### config.mk
export PLATFORM = sky130hd
export DESIGN_NAME = stack_unit_flat
export DESIGN_NICKNAME = d
export VERILOG_FILES = /design/src/rtl/stack_unit_if.sv /design/src/rtl/stack_unit.sv /design/src/flat_wrapper.sv
export SDC_FILE = /design/constraint.sdc
export NUM_CORES = 1
export LEC_CHECK = 0
export CORE_MARGIN = 5
export CORE_UTILIZATION = 40
export DETAILED_ROUTE_END_ITERATION = 12
export GPL_TIMING_DRIVEN = 0
export SYNTH_ARGS = -nofsm -noshare
export SYNTH_HDL_FRONTEND = slang
export SYNTH_SLANG_ARGS = --single-unit
### constraint.sdc
create_clock -name clk -period 4 [get_ports clk]
set_clock_uncertainty 0.2 [all_clocks]
set_input_delay 0.4 -clock clk [delete_from_list [all_inputs] [get_ports clk]]
set_output_delay 0.4 -clock clk [all_outputs]
set_load 0.05 [all_outputs]
### src/rtl/stack_unit_if.sv
// Operand stack command/status bundle.
// Datapath controller drives commands; stack returns data and status.
interface stack_unit_if #(
  parameter int WIDTH = 8,
  parameter int CW    = 4
);

  logic             push;
  logic             pop;
  logic             tos;
  logic [WIDTH-1:0] din;
  logic             err_clr;
  logic [WIDTH-1:0] dout;
  logic [CW-1:0]    count;
  logic             empty;
  logic             full;
  logic             overflow;
  logic             underflow;

  modport master (
    output push,
    output pop,
    output tos,
    output din,
    output err_clr,
    input  dout,
    input  count,
    input  empty,
    input  full,
    input  overflow,
    input  underflow
  );

  modport slave (
    input  push,
    input  pop,
    input  tos,
    input  din,
    input  err_clr,
    output dout,
    output count,
    output empty,
    output full,
    output overflow,
    output underflow
  );

endinterface

### src/rtl/stack_unit.sv
// Hardware operand stack with registered read port.
// Push/pop/peek with full/empty status and sticky error flags.
module stack_unit #(
  parameter int WIDTH = 8,
  parameter int DEPTH = 8,
  parameter int CW    = 4
) (
  input  logic        clk,
  input  logic        rst,
  stack_unit_if.slave sif
);

  localparam int AW =
    (DEPTH > 1) ? $clog2(DEPTH) : 1;

  typedef enum logic [2:0] {
    OP_NONE,
    OP_REPL,
    OP_BYP,
    OP_PUSH,
    OP_OVF,
    OP_POP,
    OP_UNF,
    OP_TOS
  } op_e;

  logic [WIDTH-1:0] mem_q [DEPTH];

  logic [CW-1:0]    count_q;
  logic [CW-1:0]    count_d;
  logic [WIDTH-1:0] dout_q;
  logic [WIDTH-1:0] dout_d;
  logic             ovf_q;
  logic             ovf_d;
  logic             unf_q;
  logic             unf_d;

  logic             empty_w;
  logic             full_w;
  logic [AW-1:0]    top_idx;
  logic [AW-1:0]    nxt_idx;
  logic [WIDTH-1:0] top_val;
  op_e              op;

  assign empty_w = (count_q == '0);
  assign full_w  = (count_q == CW'(DEPTH));

  // Slot of the current top entry and of the next free slot.
  // Only consulted when the count makes them valid.
  assign top_idx = AW'(count_q - CW'(1));
  assign nxt_idx = AW'(count_q);
  assign top_val = mem_q[top_idx];

  // Classify this cycle's command; push/pop outrank tos.
  always_comb begin
    op = OP_NONE;
    unique case (1'b1)
      sif.push && sif.pop:
        op = empty_w ? OP_BYP : OP_REPL;
      sif.push && !sif.pop:
        op = full_w ? OP_OVF : OP_PUSH;
      sif.pop && !sif.push:
        op = empty_w ? OP_UNF : OP_POP;
      sif.tos && !sif.push && !sif.pop:
        op = empty_w ? OP_UNF : OP_TOS;
      default:
        op = OP_NONE;
    endcase
  end

  // Next count, read data and flags; a new error beats err_clr.
  always_comb begin
    count_d = count_q;
    dout_d  = dout_q;
    ovf_d   = ovf_q & ~sif.err_clr;
    unf_d   = unf_q & ~sif.err_clr;
    unique case (op)
      OP_REPL: dout_d = top_val;
      OP_BYP:  dout_d = sif.din;
      OP_PUSH: count_d = count_q + CW'(1);
      OP_OVF:  ovf_d = 1'b1;
      OP_POP: begin
        dout_d  = top_val;
        count_d = count_q - CW'(1);
      end
      OP_UNF:  unf_d = 1'b1;
      OP_TOS:  dout_d = top_val;
      default: ;
    endcase
  end

  // Control state; cleared at once when rst drops.
  always_ff @(posedge clk or negedge rst) begin
    if (!rst) begin
      count_q <= '0;
      dout_q  <= '0;
      ovf_q   <= 1'b0;
      unf_q   <= 1'b0;
    end else begin
      count_q <= count_d;
      dout_q  <= dout_d;
      ovf_q   <= ovf_d;
      unf_q   <= unf_d;
    end
  end

  // Storage array; contents survive reset as don't-care.
  always_ff @(posedge clk) begin
    if (op == OP_PUSH) begin
      mem_q[nxt_idx] <= sif.din;
    end else if (op == OP_REPL) begin
      mem_q[top_idx] <= sif.din;
    end
  end

  assign sif.dout      = dout_q;
  assign sif.count     = count_q;
  assign sif.empty     = empty_w;
  assign sif.full      = full_w;
  assign sif.overflow  = ovf_q;
  assign sif.underflow = unf_q;

endmodule

### src/flat_wrapper.sv
// flat-port wrapper written by rule: the top's interface ports become plain ports
module stack_unit_flat 
#(
  parameter int WIDTH = 8,
  parameter int DEPTH = 8,
  parameter int CW    = 4
)
  (clk, rst, sif_push, sif_pop, sif_tos, sif_din, sif_err_clr, sif_dout, sif_count, sif_empty, sif_full, sif_overflow, sif_underflow);
  stack_unit_if #(.WIDTH(WIDTH), .CW(CW)) sif_i ();
  input  logic clk;
  input  logic rst;
  input wire logic [$bits(sif_i.push)-1:0] sif_push;
  input wire logic [$bits(sif_i.pop)-1:0] sif_pop;
  input wire logic [$bits(sif_i.tos)-1:0] sif_tos;
  input wire logic [$bits(sif_i.din)-1:0] sif_din;
  input wire logic [$bits(sif_i.err_clr)-1:0] sif_err_clr;
  output wire logic [$bits(sif_i.dout)-1:0] sif_dout;
  output wire logic [$bits(sif_i.count)-1:0] sif_count;
  output wire logic [$bits(sif_i.empty)-1:0] sif_empty;
  output wire logic [$bits(sif_i.full)-1:0] sif_full;
  output wire logic [$bits(sif_i.overflow)-1:0] sif_overflow;
  output wire logic [$bits(sif_i.underflow)-1:0] sif_underflow;
  assign sif_i.push = sif_push;
  assign sif_i.pop = sif_pop;
  assign sif_i.tos = sif_tos;
  assign sif_i.din = sif_din;
  assign sif_i.err_clr = sif_err_clr;
  assign sif_dout = sif_i.dout;
  assign sif_count = sif_i.count;
  assign sif_empty = sif_i.empty;
  assign sif_full = sif_i.full;
  assign sif_overflow = sif_i.overflow;
  assign sif_underflow = sif_i.underflow;
  stack_unit #(.WIDTH(WIDTH), .DEPTH(DEPTH), .CW(CW)) u_core (.clk(clk), .rst(rst), .sif(sif_i));
endmodule
==> impl_metrics.tcl, run 1 <==
set metrics [dict create \
    grt_remaining_overflow 0 \
    hold_end "u_core.sif.overflow$_DFF_PN0_" \
    via_count 1910 \
    min_path_cells 3 \
    power.leakage_uw 0.00134 \
    grt_setup_unrepaired "false" \
    antenna_cells 0 \
    ir_drop_mv 0.376 \
    port_buffers 28 \
    cts_hold_buf 0 \
    setup_viol 0 \
    dieArea_mm2 0.0103 \
    root_buffer "clkbuf_8" \
    cp_max_fo 10 \
    grt_pass1_wl_mm 10.9 \
    post_cts_buffers 0 \
    final_cells 352 \
    antenna_found_initial 0 \
    final_net_count 258 \
    drt_iter0_drc 103 \
    gp_congestion 0.815 \
    avgSynthCellArea_um2 16.4 \
    firstDrtPassIters 4 \
    area_growth_pct 18.2 \
    p_total_uw 3040 \
    p_per_area_mw_per_mm2 771 \
    whs_ps 294 \
    grt_pass1_vias 1991 \
    syn_area_mm2 0.00334 \
    clock_sinks 78 \
    worstSetupPathType "reg -> reg" \
    cts_buffer_depth 2 \
    critPathCaptureType "register" \
    yosysTopAreaCell "edfxtp_1" \
    synth_seq_cells 78 \
    cts_max_level 3 \
    dp_cells 336 \
    cp.arrival_ps 3400 \
    initial_core_util_pct 40.8 \
    rr_worst_depth 10 \
    worst_pin_slew_ps 1010 \
    core_mm2 0.00818 \
    grt_usage_pct 14.9 \
    r2r-start "u_core.sif.count[0]$_DFFE_PN0P_" \
    place_area_mm2 0.00375 \
    ys_top_cells_by_area "edfxtp_1, mux4_2, dfrtp_1" \
    numCtsBuffers 9 \
    synth_top_area_share_pct 57.6 \
    viasPerCell 5.43 \
    ys_warn_count 0 \
    reg2reg_setup_slack_ps 380 \
    slew_viol_final 0 \
    status "finished, final reports clean" \
    clk_pin_slew_ps 80 \
    num_rows 33 \
    hp-class "in -> reg" \
    design_area_mm2 0.00395 \
    holdCritStartpoint "sif_push" \
    hold_viol 0 \
    postRouteAntennaNets 0 \
    syn_nets 219 \
    fmax_ghz 0.276 \
    required_ps 3770 \
    place_hpwl_mm 4.41 \
    path_cells "buf_2, buf_2, inv_1, ha_1, buf_6, nand3b_1, inv_1, o22ai_1, or3b_1, nor2_1" \
    cap_viol_max_count 0 \
    clock_latency_ps 350 \
    avgRoutedWirePerCell_um 19.9 \
    layout-drive-gt1-share_pct 18.2 \
    cp-start-kind "register" \
    cts.repair.resized 0 \
    ys_seq_area_share_pct 68.1 \
    cts_tree "built" \
    grt_max_degree 15 \
    cp_slowest_stage_delay_ps 780 \
    synth_cell_types 43 \
    slew_headroom_pct 32.7 \
    tns_ps 0 \
    drc 0 \
    drt-total-wl_mm 7.00 \
    crit_slowest_cell "nor2_1" \
    synth_cells 203 \
    r2r_end "u_core.mem_q[3][2]$_DFFE_PP_" \
    finalCritPeriodShare_pct 90.6 \
    io_pins 30 \
    die_h_um 101 \
    min_period_ps 3620 \
    die_w_um 101 \
]
## final cells by class
cell class	count	area [um2]
repair buffers	28	280
plain buffers	13	72.6
clock inverters	6	58.8
flip-flops and latches	78	2270
multi-input cells	105	961
clock buffers	10	138
fillers	687	4230
well taps	105	131
inverters	7	31.3
## metrics by stage
stage / util, % / setup slack, ps
6_report: 48.3 / 376
4_1_cts: 48.3 / 352
3_3_place_gp: 45.9 / 394
2_1_floorplan: - / 505
3_5_place_dp: 45.9 / 376
5_1_grt: 48.3 / 86.2
## worst max-delay path: cells and delay by family (launching register included)
family                   cells  cell delay (ps)
adder cells (fa/ha/maj)      1              210
AO/OA/AOI/OAI                1              210
flip-flops                   1              380
AND/OR/NAND/NOR              3             1380
buffers and inverters        5              870
## how the worst max path moves through the flow
stage,start,end,slack (ps),cells after the start
global route,u_core.sif.count[0]$_DFFE_PN0P_,u_core.mem_q[3][2]$_DFFE_PP_,90,10
floorplan,u_core.sif.count[0]$_DFFE_PN0P_,u_core.mem_q[3][0]$_DFFE_PP_,510,10
detailed placement,u_core.sif.count[0]$_DFFE_PN0P_,u_core.mem_q[3][1]$_DFFE_PP_,380,10
CTS,u_core.sif.count[0]$_DFFE_PN0P_,u_core.mem_q[3][2]$_DFFE_PP_,350,10
finish,u_core.sif.count[0]$_DFFE_PN0P_,u_core.mem_q[3][2]$_DFFE_PP_,380,10
global placement,u_core.sif.count[0]$_DFFE_PN0P_,u_core.mem_q[3][5]$_DFFE_PP_,390,10
## cell usage in the layout (no fill, tap or decap), types with 2 or more instances in the layout
cell type         n
clkinv_1          2
xnor2_1           2
dfrtp_1          14
o31ai_1           2
buf_4             3
mux2i_1           8
clkbuf_8         10
edfxtp_1         64
buf_2             4
o21ai_0          11
clkdlybuf4s50_1  28
nand3_1           3
nand2_1           6
mux4_2           16
nor2b_1           2
ha_1              2
nor3_1            3
clkbuf_1          4
o22ai_1           2
inv_1             6
nand2b_1          5
nor3b_1           2
a21oi_1           5
a22oi_1           7
nor2_1           11
## synthesized netlist by cell type
cell type,count
nand2_1,6
ha_1,2
o211ai_1,1
o31a_1,1
buf_1,1
mux4_2,16
clkbuf_1,4
a221oi_2,1
nor3b_1,2
edfxtp_1,64
buf_6,1
xor2_2,1
o221ai_1,1
o22ai_1,2
a2111oi_0,1
clkinv_4,1
buf_2,4
nand3_1,3
o31ai_1,2
and3_1,1
o21ai_0,11
or3b_4,1
nor2_1,11
dfrtp_1,14
or3b_1,1
nor2b_1,2
nand2b_1,5
buf_4,3
nand4_1,1
a22o_1,1
nor2_2,1
a211oi_1,1
nand3b_1,1
o21ai_1,1
xnor2_1,2
mux2i_1,8
o32ai_1,1
o22ai_2,1
a21oi_1,5
mux2_2,1
a22oi_1,7
inv_1,6
nor3_1,3
## layer usage
layer  global-route usage [%]  vias to the layer above  routed length (um)
met5                        0                        -                   0
met4                     5.73                        0                 129
met3                     5.30                       15                 463
met2                     22.2                       66                3240
met1                     20.0                      959                3170
li1                         -                      870                   -
## power breakdown
part	internal [uW]	switching, uW
logic	552	785
clock network	302	290
registers	1040	67.8
total	1900	1140
## state kept, by name (all words and copies together) (netlist names)
register              count
u_core.mem_q             64
u_core.sif.count          4
u_core.sif.dout           8
u_core.sif.underflow      1
u_core.sif.overflow       1
## cells by family (layout without fill, tap and decap cells)
kind of cell | count (synthesis) | in the layout | synth area share [%]
multiplexers | 25 | 25 | 13.5
XOR/XNOR | 3 | 3 | 1.01
buffers and inverters | 20 | 64 | 3.11
flip-flops | 78 | 78 | 68.1
AND/OR/NAND/NOR | 38 | 38 | 5.96
adder cells (fa/ha/maj) | 2 | 2 | 0.750
AO/OA/AOI/OAI | 37 | 37 | 7.54
Power figures use the tool's default switching activity.
==> run 2: changes to the inputs <==
CORE_UTILIZATION = 35   (was 40)
==> impl_metrics.tcl, run 2 (synthesis results as in run 1) <==
set metrics [dict create \
    place_hpwl_mm 4.48 \
    min_period_ps 3540 \
    drt-total-wl_mm 7.18 \
    avgRoutedWirePerCell_um 19.1 \
    final_cells 376 \
    power.leakage_uw 0.00133 \
    postRouteAntennaNets 0 \
    share_seq_of_total_power_pct 36.6 \
    post_cts_buffers 0 \
    place_ws_ps 390 \
    drc 0 \
    core_mm2 0.00928 \
    hold_viol 0 \
    p_per_area_mw_per_mm2 766 \
    met2_usage_pct 21.4 \
    cp_max_fo 10 \
    cts_buffer_depth 2 \
    grt_use_met3_pct 2.40 \
    io_pins 30 \
    fmax_ghz 0.283 \
    grt_pass1_wl_mm 11.3 \
    path_cells "buf_2, buf_2, inv_1, ha_1, buf_6, nand3b_1, inv_1, o22ai_1, or3b_1, nor2_1" \
    largest_reg_flops 64 \
    slew_viol_final 0 \
    status "finished, final reports clean" \
    fillers 866 \
    place_area_mm2 0.00378 \
    dieArea_mm2 0.0116 \
    p_total_uw 3050 \
    dp_cells 360 \
    p_sw_uw 1160 \
    clock_power_share_pct 19.4 \
    top_register "u_core.mem_q" \
    layout-drive-gt1-share_pct 18.6 \
    root_buffer "clkbuf_8" \
    cp-start-kind "register" \
    grt_usage_pct 13.4 \
    antenna_cells 0 \
    design_area_mm2 0.00398 \
    hp-class "in -> reg" \
    die_h_um 108 \
    reg2reg_setup_slack_ps 460 \
    finalCritPeriodShare_pct 88.4 \
    critPathCaptureType "register" \
    p_sw_share_pct 38.0 \
    cap_viol_max_count 0 \
    drt_iter0_drc 93 \
    firstDrtPassIters 4 \
    cts.repair.resized 0 \
    clock_sinks 78 \
    power.combinational.fraction_pct 44.0 \
    grt_remaining_overflow 0 \
    num_rows 35 \
    slew_headroom_pct 32.4 \
    clock_latency_ps 340 \
    port_buffers 28 \
    p_int_uw 1890 \
    worstSetupPathType "reg -> reg" \
    required_ps 3770 \
    grt.busiest_layer "met2" \
    met1_usage_pct 18.0 \
    crit_slowest_cell "nor2_1" \
    grt_max_degree 15 \
    cts_hold_buf 0 \
    layout_common_cells "edfxtp_1, clkdlybuf4s50_1, mux4_2" \
    grt_setup_unrepaired "false" \
    area_growth_pct 19.2 \
    cts_max_level 3 \
    gp_congestion 0.731 \
    numCtsBuffers 9 \
    tns_ps 0 \
    grt_pass1_vias 1899 \
    viasPerCell 5.10 \
    antenna_found_initial 0 \
    worst_pin_slew_ps 1010 \
    cp.arrival_ps 3310 \
    clk_pin_slew_ps 80 \
    setup_viol 0 \
    final_net_count 258 \
    post-route-worst-setup-slack_ps 464 \
    initial_core_util_pct 35.9 \
    ir_drop_mv 0.241 \
    via_count 1916 \
    cp_slowest_stage_delay_ps 680 \
    die_w_um 108 \
    cts_tree "built" \
    final_common_cell "edfxtp_1" \
]
## run 2: changes by cell type in the layout (fill, tap and decap cells not counted)
cell | previous run | this run
clkinv_2 | 1 | 0
clkbuf_8 | 10 | 9
clkinv_1 | 2 | 0
clkbuf_1 | 4 | 5
clkinv_4 | 1 | 2
clkinvlp_4 | 1 | 3
## run 2: area by class of cell
type | instances | area, um2 | share of cell area [%]
flip-flops and latches | 78 | 2270 | 57.1
plain buffers | 13 | 72.6 | 1.83
clock inverters | 6 | 70.1 | 1.76
clock buffers | 10 | 128 | 3.21
inverters | 7 | 31.3 | 0.787
multi-input cells | 105 | 961 | 24.2
well taps | 129 | 161 | 4.06
repair buffers | 28 | 280 | 7.05
## run 2: worst paths after layout
path	to	cells past startpoint	from
max reg2reg	u_core.mem_q[1][7]$_DFFE_PP_	10	u_core.sif.count[0]$_DFFE_PN0P_
max in group asynchronous	u_core.sif.dout[0]$_DFFE_PN0P_	1	rst
max	u_core.mem_q[1][7]$_DFFE_PP_	10	u_core.sif.count[0]$_DFFE_PN0P_
min	u_core.sif.overflow$_DFF_PN0_	3	sif_push
min in group asynchronous	u_core.sif.dout[5]$_DFFE_PN0P_	1	rst
min reg2reg	u_core.sif.dout[6]$_DFFE_PN0P_	2	u_core.sif.dout[6]$_DFFE_PN0P_
## run 2: per-layer routing
| metal | wire length, um | share of wire (%) |
|---|---|---|
| met1 | 3170 | 44 |
| met2 | 3710 | 52 |
| met3 | 184 | 2.6 |
| met4 | 110 | 1.5 |
| met5 | 0 | 0 |
## run 2: per-stage QoR
stage,hold WS [ps],util [%]
after floorplan,-95.6,-
after global placement,300,40.7
after detailed placement,315,40.7
after CTS,260,42.8
after global routing,291,42.8
final,273,42.8
## run 2: critical path: cells and delay by family (launching register included)
kind / cells / cell delay (ps)
AOI/OAI and AO/OA: 1 / 210
adders and majority gates: 1 / 210
buffers and inverters: 5 / 880
DFF: 1 / 390
and+or+nand+nor: 3 / 1270
## run 2: power groups by stage
stage               clock network (uW)  registers [uW]  logic [uW]
global placement                     0            1130        1350
floorplan                            0            1340         758
detailed placement                   0            1140        1360
global route                       634            1130        1450
CTS                                602            1120        1360
finish                             591            1120        1340
